$ cat src/rtl/control_unit.sv
// Hardwired control sequencer: walks fetch (T0-T2) and a per-class execute
// sequence (T3-T7), decoding IR[31:27] into datapath strobes and memory handshakes.
module control_unit #(
  parameter logic [4:0] ALU_ADD = 5'b00000
) (
  input  logic        Clock,
  input  logic        Clear,
  input  logic [31:0] IR,
  input  logic        MemReady,
  output logic        PCout,
  output logic        Zlowout,
  output logic        ZHighout,
  output logic        MDRout,
  output logic        Cout,
  output logic        BAout,
  output logic        Rout,
  output logic        PCin,
  output logic        IncPC,
  output logic        MARin,
  output logic        MDRin,
  output logic        IRin,
  output logic        Yin,
  output logic        ZLowIn,
  output logic        ZHighIn,
  output logic        HIin,
  output logic        LOin,
  output logic        Rin,
  output logic        Gra,
  output logic        Grb,
  output logic        Grc,
  output logic [4:0]  ALUop,
  output logic        Read,
  output logic        Write,
  output logic        Run,
  output logic        Illegal
);

  typedef enum logic [3:0] {
    S_RESET, S_T0, S_T1, S_T2, S_T3, S_T4, S_T5, S_T6, S_T7, S_HALT
  } state_t;

  state_t state_q, state_d;

  logic [4:0] opcode;
  logic       is_rtype, is_addi, is_ld, is_st, is_mul, is_div, is_nop, is_halt;
  logic       is_mem, is_muldiv, is_alu;
  logic       unused_ir;

  assign opcode    = IR[31:27];
  assign unused_ir = ^IR[26:0];

  assign is_rtype  = (opcode <= 5'b01000);
  assign is_addi   = (opcode == 5'b01001);
  assign is_ld     = (opcode == 5'b01010);
  assign is_st     = (opcode == 5'b01011);
  assign is_mul    = (opcode == 5'b01111);
  assign is_div    = (opcode == 5'b10000);
  assign is_nop    = (opcode == 5'b10101);
  assign is_halt   = (opcode == 5'b11011);
  assign is_mem    = is_ld | is_st;
  assign is_muldiv = is_mul | is_div;
  assign is_alu    = is_rtype | is_addi;

  always_ff @(posedge Clock or negedge Clear) begin
    if (!Clear) begin
      state_q <= S_RESET;
    end else begin
      state_q <= state_d;
    end
  end

  always_comb begin
    state_d  = state_q;
    PCout    = 1'b0;
    Zlowout  = 1'b0;
    ZHighout = 1'b0;
    MDRout   = 1'b0;
    Cout     = 1'b0;
    BAout    = 1'b0;
    Rout     = 1'b0;
    PCin     = 1'b0;
    IncPC    = 1'b0;
    MARin    = 1'b0;
    MDRin    = 1'b0;
    IRin     = 1'b0;
    Yin      = 1'b0;
    ZLowIn   = 1'b0;
    ZHighIn  = 1'b0;
    HIin     = 1'b0;
    LOin     = 1'b0;
    Rin      = 1'b0;
    Gra      = 1'b0;
    Grb      = 1'b0;
    Grc      = 1'b0;
    ALUop    = 5'b00000;
    Read     = 1'b0;
    Write    = 1'b0;
    Illegal  = 1'b0;
    Run      = (state_q != S_RESET) && (state_q != S_HALT);

    unique case (state_q)
      S_RESET: state_d = S_T0;
      S_T0: begin
        PCout   = 1'b1;
        MARin   = 1'b1;
        IncPC   = 1'b1;
        PCin    = 1'b1;
        state_d = S_T1;
      end
      S_T1: begin
        Read  = 1'b1;
        MDRin = 1'b1;
        if (MemReady) state_d = S_T2;
      end
      S_T2: begin
        MDRout = 1'b1;
        IRin   = 1'b1;
        // Undefined opcodes still visit T3 so Illegal gets its single-cycle pulse.
        if (is_nop)       state_d = S_T0;
        else if (is_halt) state_d = S_HALT;
        else              state_d = S_T3;
      end
      S_T3: begin
        state_d = S_T4;
        if (is_alu) begin
          Grb  = 1'b1;
          Rout = 1'b1;
          Yin  = 1'b1;
        end else if (is_mem) begin
          Grb   = 1'b1;
          BAout = 1'b1;
          Yin   = 1'b1;
        end else if (is_muldiv) begin
          Gra  = 1'b1;
          Rout = 1'b1;
          Yin  = 1'b1;
        end else begin
          Illegal = 1'b1;
          state_d = S_T0;
        end
      end
      S_T4: begin
        state_d = S_T5;
        ZLowIn  = 1'b1;
        if (is_rtype) begin
          Grc   = 1'b1;
          Rout  = 1'b1;
          ALUop = opcode;
        end else if (is_muldiv) begin
          Grb     = 1'b1;
          Rout    = 1'b1;
          ZHighIn = 1'b1;
          ALUop   = opcode;
        end else begin
          Cout  = 1'b1;
          ALUop = ALU_ADD;
        end
      end
      S_T5: begin
        Zlowout = 1'b1;
        if (is_alu) begin
          Gra     = 1'b1;
          Rin     = 1'b1;
          state_d = S_T0;
        end else if (is_mem) begin
          MARin   = 1'b1;
          state_d = S_T6;
        end else begin
          LOin    = 1'b1;
          state_d = S_T6;
        end
      end
      S_T6: begin
        if (is_ld) begin
          Read  = 1'b1;
          MDRin = 1'b1;
          if (MemReady) state_d = S_T7;
        end else if (is_st) begin
          Gra     = 1'b1;
          Rout    = 1'b1;
          MDRin   = 1'b1;
          state_d = S_T7;
        end else begin
          ZHighout = 1'b1;
          HIin     = 1'b1;
          state_d  = S_T0;
        end
      end
      S_T7: begin
        if (is_st) begin
          Write = 1'b1;
          if (MemReady) state_d = S_T0;
        end else begin
          MDRout  = 1'b1;
          Gra     = 1'b1;
          Rin     = 1'b1;
          state_d = S_T0;
        end
      end
      S_HALT: state_d = S_HALT;
      default: state_d = S_RESET;
    endcase
  end

endmodule

$ cat config.mk
export PLATFORM = sky130hd
export DESIGN_NAME = control_unit
export DESIGN_NICKNAME = d
export VERILOG_FILES = /design/src/rtl/control_unit.sv
export SDC_FILE = /design/constraint.sdc
export NUM_CORES = 1
export LEC_CHECK = 0
export ABC_AREA = 1
export BUFFER_PORTS_ARGS = -buffer_cell sky130_fd_sc_hd__buf_2
export CELL_PAD_IN_SITES_DETAIL_PLACEMENT = 0
export CELL_PAD_IN_SITES_GLOBAL_PLACEMENT = 2
export CORE_MARGIN = 1.5
export CORE_UTILIZATION = 14
export DETAILED_ROUTE_END_ITERATION = 6
export PLACE_DENSITY_LB_ADDON = 0.1
export SLEW_MARGIN = 0
export SYNTH_ARGS = -nofsm -noshare
export SYNTH_HDL_FRONTEND = slang
export SYNTH_SLANG_ARGS = --single-unit
$ cat constraint.sdc
create_clock -name Clock -period 1.4 [get_ports Clock]
set_input_delay 0.28 -clock Clock [delete_from_list [all_inputs] [get_ports Clock]]
set_output_delay 0.28 -clock Clock [all_outputs]
set_load 0.01 [all_outputs]
==> summary.md, run 1 <==
| Metric | Value |
|---|---|
| Status | finished with violations |
| Violated checks | negative setup slack |
| Register area share after synthesis | 0.1553 |
| Syn Area/Cell | ~5.2 µm² |
| Cell taking the most area after synthesis | nand2_1 |
| Clock latency on the worst-skew pair | approximately 0.22 ns |
| Yosys cell types | 18 |
| Routed length per instance | approximately 11 µm |
| DRC viols | 0 |
| Die Span Y | around 70 µm |
| Largest regs | state_q x4 |
| Initial antenna violation count | 0 |
| Via Count | 1,131 |
| Dpl cells | 254 |
| Syn nets | between 150 and 200 |
| Register bit total from synthesis | 4 |
| Post-synth top flop | dfrtp_1 |
| Non-filler instance count after layout | approximately 270 |
| Max reg flops | 4 |
| H-tree levels | 1 |
| Hpwl dp | ~2.4 mm |
| FF-to-FF End | state_q[0] |
| Hold Vio Cnt, Final | 0 |
| CTS tree | yes |
| Number of port buffers | 37 |
| RSZ-0062 raised after global routing | true |
| CTS buffer count | 3 |
| Core area | around 0.0044 mm² |
| Pin count of the biggest net entering global routing | 7 |
| Setup Total Neg Slack | -5.713 ns |
| Starting Density | 0.1470 |
| Worst path max stage delay | ~0.4 ns |
| CP max FO | 4 |
| Clk sink count | 4 |
| Number of global-route vias before repair | roughly 1,100 |
| Count leader, synth | nand2_1 |
| DR vias/cell | ~4.2 |
| Clock transition at path regs | 0.03 ns |
| Crit end category | output port |
| Nets | about 260 |
| Slew HR | 0.8435 |
| Rows | 24 |
| Initial DRT Pass Iterations | 4 |
| DR iter-0 viols | 30 |
| Post-Syn Area | between 600 and 700 µm² |
| Count of pins over their slew limit | 0 |
| Startpoint types | flip-flop |
| RD Place Congestion | slightly above 0.8 |
| Met2 Use GR | 0.2150 |
| Gr busiest metal | met2 |
| First-pass GRT wire length | 4.816 mm |
| Reg2Reg Depth | 9 |
| Worst-margin pin slew | between 0.2 and 0.25 ns |
| Crit-path cells | inv_2 > nand2_4 > nor3_4 > nand3_2 > nor2_1 > buf_2 |
| # IOs | 65 |
| Post-layout util | 0.3898 |
| Biggest register | state_q |
| Data required time of the worst path | roughly 1.1 ns |
| Antenna fix cells | 0 |
| Gr ovfl total | 0 |
| Pwr Total | about 2.5 mW |
| Fin crit period | ~1.7 ns |
| Maximum clock path buffer count | 2 |
| RR Startpoint | state_q[2] |
| Clk_skew | 0.004753 ns |
| Met3 Usage GRT | 0.01140 |
| Kind of critical path | reg -> out |
| Setup violators final | 34 |
| FF-to-FF setup slack | -0.09 ns |
| Async SR Flop Fraction | 1.000 |
| Max VDD drop | 0.0004058 V |
| Share of layout cells above drive strength 1 | 0.7409 |
| Synth Warn # | 0 |
| Leak Pwr | between 0.9 and 1 nW |
| CTS root buffer | clkbuf_8 |
| Worst hold path class | in -> async |
| Most frequent cells after synthesis | nand2_1 (35), nor2_1 (24), nand3_1 (16) |
| Highest clock rate | about 600 MHz |
| GRT met1 Usage | 0.1505 |
| Post-synth EDFFs | 0 |
| Cell Pwr Density | roughly 1400 mW/mm² |
| Area delta synth->final | 165.2% |
| DIE AREA | between 0.005 and 0.006 mm² |
| Top post-synthesis cells by area | nand2_1 (20%), dfrtp_1 (16%), nor2_1 (14%) |
| Period utilization | 1.199 |
| DRT antenna net count | 0 |
| WL final | roughly 2.9 mm |
| Total of max-cap violations | 0 |
| Cell count after synthesis | ~120 |
| CP Data Arrival Time | 1.40 ns |
| Setup WS pre-CTS | -0.2442 ns |
| Total GRT Usage | 0.1180 |
| Final worst slack | -0.2782 ns |
| Synth top area share | 0.2039 |
| Die W | approximately 70 µm |
| CP max stage cell | dfrtp_2 |
==> where the power goes <==
part / switching [mW] / internal [mW] / leakage [nW]
Clock: 0.0607 / 0.194 / 0.0228
Combinational: 0.993 / 0.997 / 0.893
Sequential: 0.0506 / 0.169 / 0.0464
Total: 1.10 / 1.36 / 0.962
==> layout make-up <==
| class | count | area (µm²) |
|---|---|---|
| Sequential cell | 4 | 103.9 |
| Timing Repair Buffer | 95 | 747.0 |
| Tap cell | 52 | 65.06 |
| Clock buffer | 4 | 45.04 |
| Fill cell | 490 | 2675 |
| Inverter | 20 | 80.08 |
| Multi-Input combinational cell | 97 | 668.1 |
==> cells by family (layout without fill, tap and decap cells) <==
kind of cell | Yosys count | in the layout | synth area share
AO/OA/AOI/OAI | 8 | 8 | 0.06796
buffers and inverters | 23 | 119 | 0.1515
flip-flops | 4 | 4 | 0.1553
AND/OR/NAND/NOR | 89 | 89 | 0.6252
==> critical path, delay by kind of cell (launching register included) <==
kind,cells,cell delay (ns)
buffers and inverters,2,0.22
flip-flops,1,0.40
AND/OR/NAND/NOR,4,0.56
==> layout by cell type, fill, tap and decap left out, types with 2 or more instances in the layout <==
master / Yosys / routed
clkbuf_8: 0 / 3
nor3_2: 1 / 2
nand3_1: 16 / 11
inv_2: 9 / 11
dfrtp_2: 0 / 3
buf_6: 0 / 25
nor2_4: 1 / 10
nand2_1: 35 / 21
nand3_2: 2 / 6
nand2_4: 0 / 8
nor2_2: 4 / 10
nand2_2: 2 / 8
buf_4: 3 / 44
nor2_1: 24 / 9
inv_1: 11 / 8
buf_2: 0 / 25
nand4_1: 2 / 2
o21ai_0: 4 / 2
o21ai_2: 1 / 4
==> timing repair <==
action,in CTS,in global routing
hold endpoints to repair,4,0
pin swaps,26,15
endpoints found under the setup margin,31,34
hold buffers,1,0
resized for setup,56,36
buffers inserted,13,5
==> metrics by stage <==
stage	hold WS, ns	cell area [µm²]
after global routing	0.4135	1709
after floorplan	-0.01559	659.4
after CTS	0.3968	1579
after detailed placement	0.08989	1217
after global placement	0.08261	1217
final	0.3990	1709
==> routing by layer <==
metal | routed length, µm | vias to the layer above
met5 | 0 | -
met1 | 1252 | 529
met2 | 1603 | 22
li1 | - | 578
met3 | 80 | 2
met4 | 10 | 0
==> worst max path at each step <==
stage	from	endpoint	slack [ns]	cells past startpoint
after detailed placement	IR[31]	Rout	-0.24	10
after floorplan	state_q[3]	BAout	-0.03	5
after CTS	state_q[2]	ALUop[3]	-0.31	8
final	state_q[3]	LOin	-0.28	6
after global routing	state_q[3]	LOin	-0.35	6
after global placement	IR[31]	Rout	-0.25	10
No activity file was read; power rests on OpenSTA's default activity.
==> run 2: changes to the inputs <==
- RECOVER_POWER: not set -> 50
==> summary.md, run 2 (synthesized netlist as in run 1, its figures left out) <==
| Metric | Value |
|---|---|
| Highest clock rate | a little under 600 MHz |
| Worst-margin pin slew | ~0.23 ns |
| Crit. Startpoint | state_q[3] |
| Rows | 24 |
| Data required time of the worst path | about 1.1 ns |
| RSZ-0062 raised after global routing | true |
| Maximum clock path buffer count | 2 |
| Multi-input logic area | 668.1 µm² |
| CTS buffer count | 3 |
| Most frequent cells in the layout | buf_4 (44), buf_6 (25), buf_2 (24), nand2_1 (21) |
| Cell Pwr Density | between 1000 and 1500 mW/mm² |
| Slew HR | 0.8435 |
| CP top delay family | simple AND/OR/NAND/NOR gates |
| Total of max-cap violations | 0 |
| Hpwl dp | 2.413 mm |
| H-tree levels | 1 |
| Register Area | 103.9 µm² |
| CP Data Arrival Time | about 1.4 ns |
| CTS tree | yes |
| Via Count | about 1,100 |
| Number of port buffers | 37 |
| Commonest non-fill, non-tap cell in the layout | buf_4 |
| Setup WS pre-CTS | -0.2442 ns |
| Placement Cell Area | about 0.0012 mm² |
| Pwr Total | between 2 and 2.5 mW |
| Initial DRT Pass Iterations | 4 |
| Final worst slack | -0.2782 ns |
| Worst hold path class | in -> reg |
| Setup Total Neg Slack | -5.713 ns |
| DR iter-0 viols | 30 |
| Antenna fix cells | 0 |
| DRT antenna net count | 0 |
| Total GRT Usage | 0.1180 |
| Share of layout cells above drive strength 1 | 0.7364 |
| Gr ovfl total | 0 |
| WL final | 2.944 mm |
| Crit-path cells | inv_2 > nand2_4 > nor3_4 > nand3_2 > nor2_1 > buf_2 |
| Initial antenna violation count | 0 |
| DIE AREA | between 0.005 and 0.006 mm² |
| Clk_skew | roughly 0.0048 ns |
| RR Startpoint | state_q[2] |
| Period utilization | 1.199 |
| Status | finished with violations |
| Area delta synth->final | 165.0% |
| Hold Vio Cnt, Final | 0 |
| Post-route cell area | ~0.0017 mm² |
| # IOs | 65 |
| CP max FO | 4 |
| Clock transition at path regs | approximately 0.030 ns |
| Die W | slightly above 70 µm |
| Clock latency on the worst-skew pair | around 0.22 ns |
| Max VDD drop | between 0.0004 and 0.0005 V |
| Clk sink count | 4 |
| Fin crit period | between 1.5 and 2 ns |
| Largest regs | state_q x4 |
| Routed length per instance | around 11 µm |
| Pin count of the biggest net entering global routing | 7 |
| CP max stage cell | dfrtp_2 |
| DRC viols | 0 |
| Violated checks | negative setup slack |
| Hold Startpoint | MemReady |
| Biggest register | state_q |
| CTS root buffer | clkbuf_8 |
| Reg2Reg Depth | 9 |
| Setup violators final | 34 |
| RD Place Congestion | 0.8166 |
| Fillcell total | 488 |
| Kind of critical path | reg -> out |
| Leak Pwr | roughly 0.96 nW |
| Starting Density | 0.1470 |
| Hold path depth | 4 |
| DR vias/cell | 4.158 |
| Core area | around 0.0044 mm² |
| Max reg flops | 4 |
| Nets | 256 |
| Crit end category | output port |
| Critical Path Stages | 6 |
| Worst path max stage delay | 0.40 ns |
| Count of pins over their slew limit | 0 |
| CP bufs+invs | 2 |
| First-pass GRT wire length | around 4.8 mm |
| Die Span Y | 70.84 µm |
| Number of global-route vias before repair | about 1,100 |
| Startpoint types | flip-flop |
==> run 2: cell count changes in the layout (fill, tap and decap cells not counted), sizes merged <==
cell	delta
buf	-1
clkbuf	+1
==> run 2: worst paths after layout <==
path                       slack [ns]          to
max                             -0.28        LOin
min                              0.41  state_q[3]
max reg2reg                     -0.09  state_q[0]
min reg2reg                      0.67  state_q[0]
max in group asynchronous        0.76  state_q[2]
min in group asynchronous        0.43  state_q[3]
==> run 2: area by class of cell <==
class	instances	share of cell area
repair buffers	95	0.4366
flip-flops and latches	4	0.06081
multi-input cells	97	0.3912
inverters	20	0.04689
well taps	52	0.03810
clock buffers	4	0.02637
==> run 2: repair_timing <==
action,CTS,global route
hold buffers,1,0
pin swaps,26,15
setup endpoints to repair,31,34
endpoints found under the hold margin,4,0
resized for setup,56,36
buffers inserted,13,5
==> run 2: layer usage <==
layer  track usage  routed length [µm]  vias up
li1              -                   -      578
met1        0.1505                1250      529
met2        0.2150                1603       22
met3       0.01140                  80        2
met4       0.02516                  10        0
met5             0                   0        -
==> run 2: power breakdown <==
group          switching [mW]  total, mW  internal [mW]
Clock                  0.0607      0.255          0.194
Combinational           0.993       1.99          0.996
Sequential             0.0506      0.220          0.169
==> run 2: per-stage QoR <==
step           hold slack (ns)  instances  utilization
5_1_grt                 0.4566        272       0.3896
3_5_place_dp           0.08989        254       0.2777
3_3_place_gp           0.08261        254       0.2777
4_1_cts                 0.3968        271       0.3602
2_1_floorplan         -0.01559        124            -
6_report                0.4147        272       0.3896
==> run 2: worst register-to-register path, delay by kind of cell (launching register included) <==
family,cells,cell delay [ns]
simple gates,5,0.45
buf+inv,4,0.51
flops,1,0.43
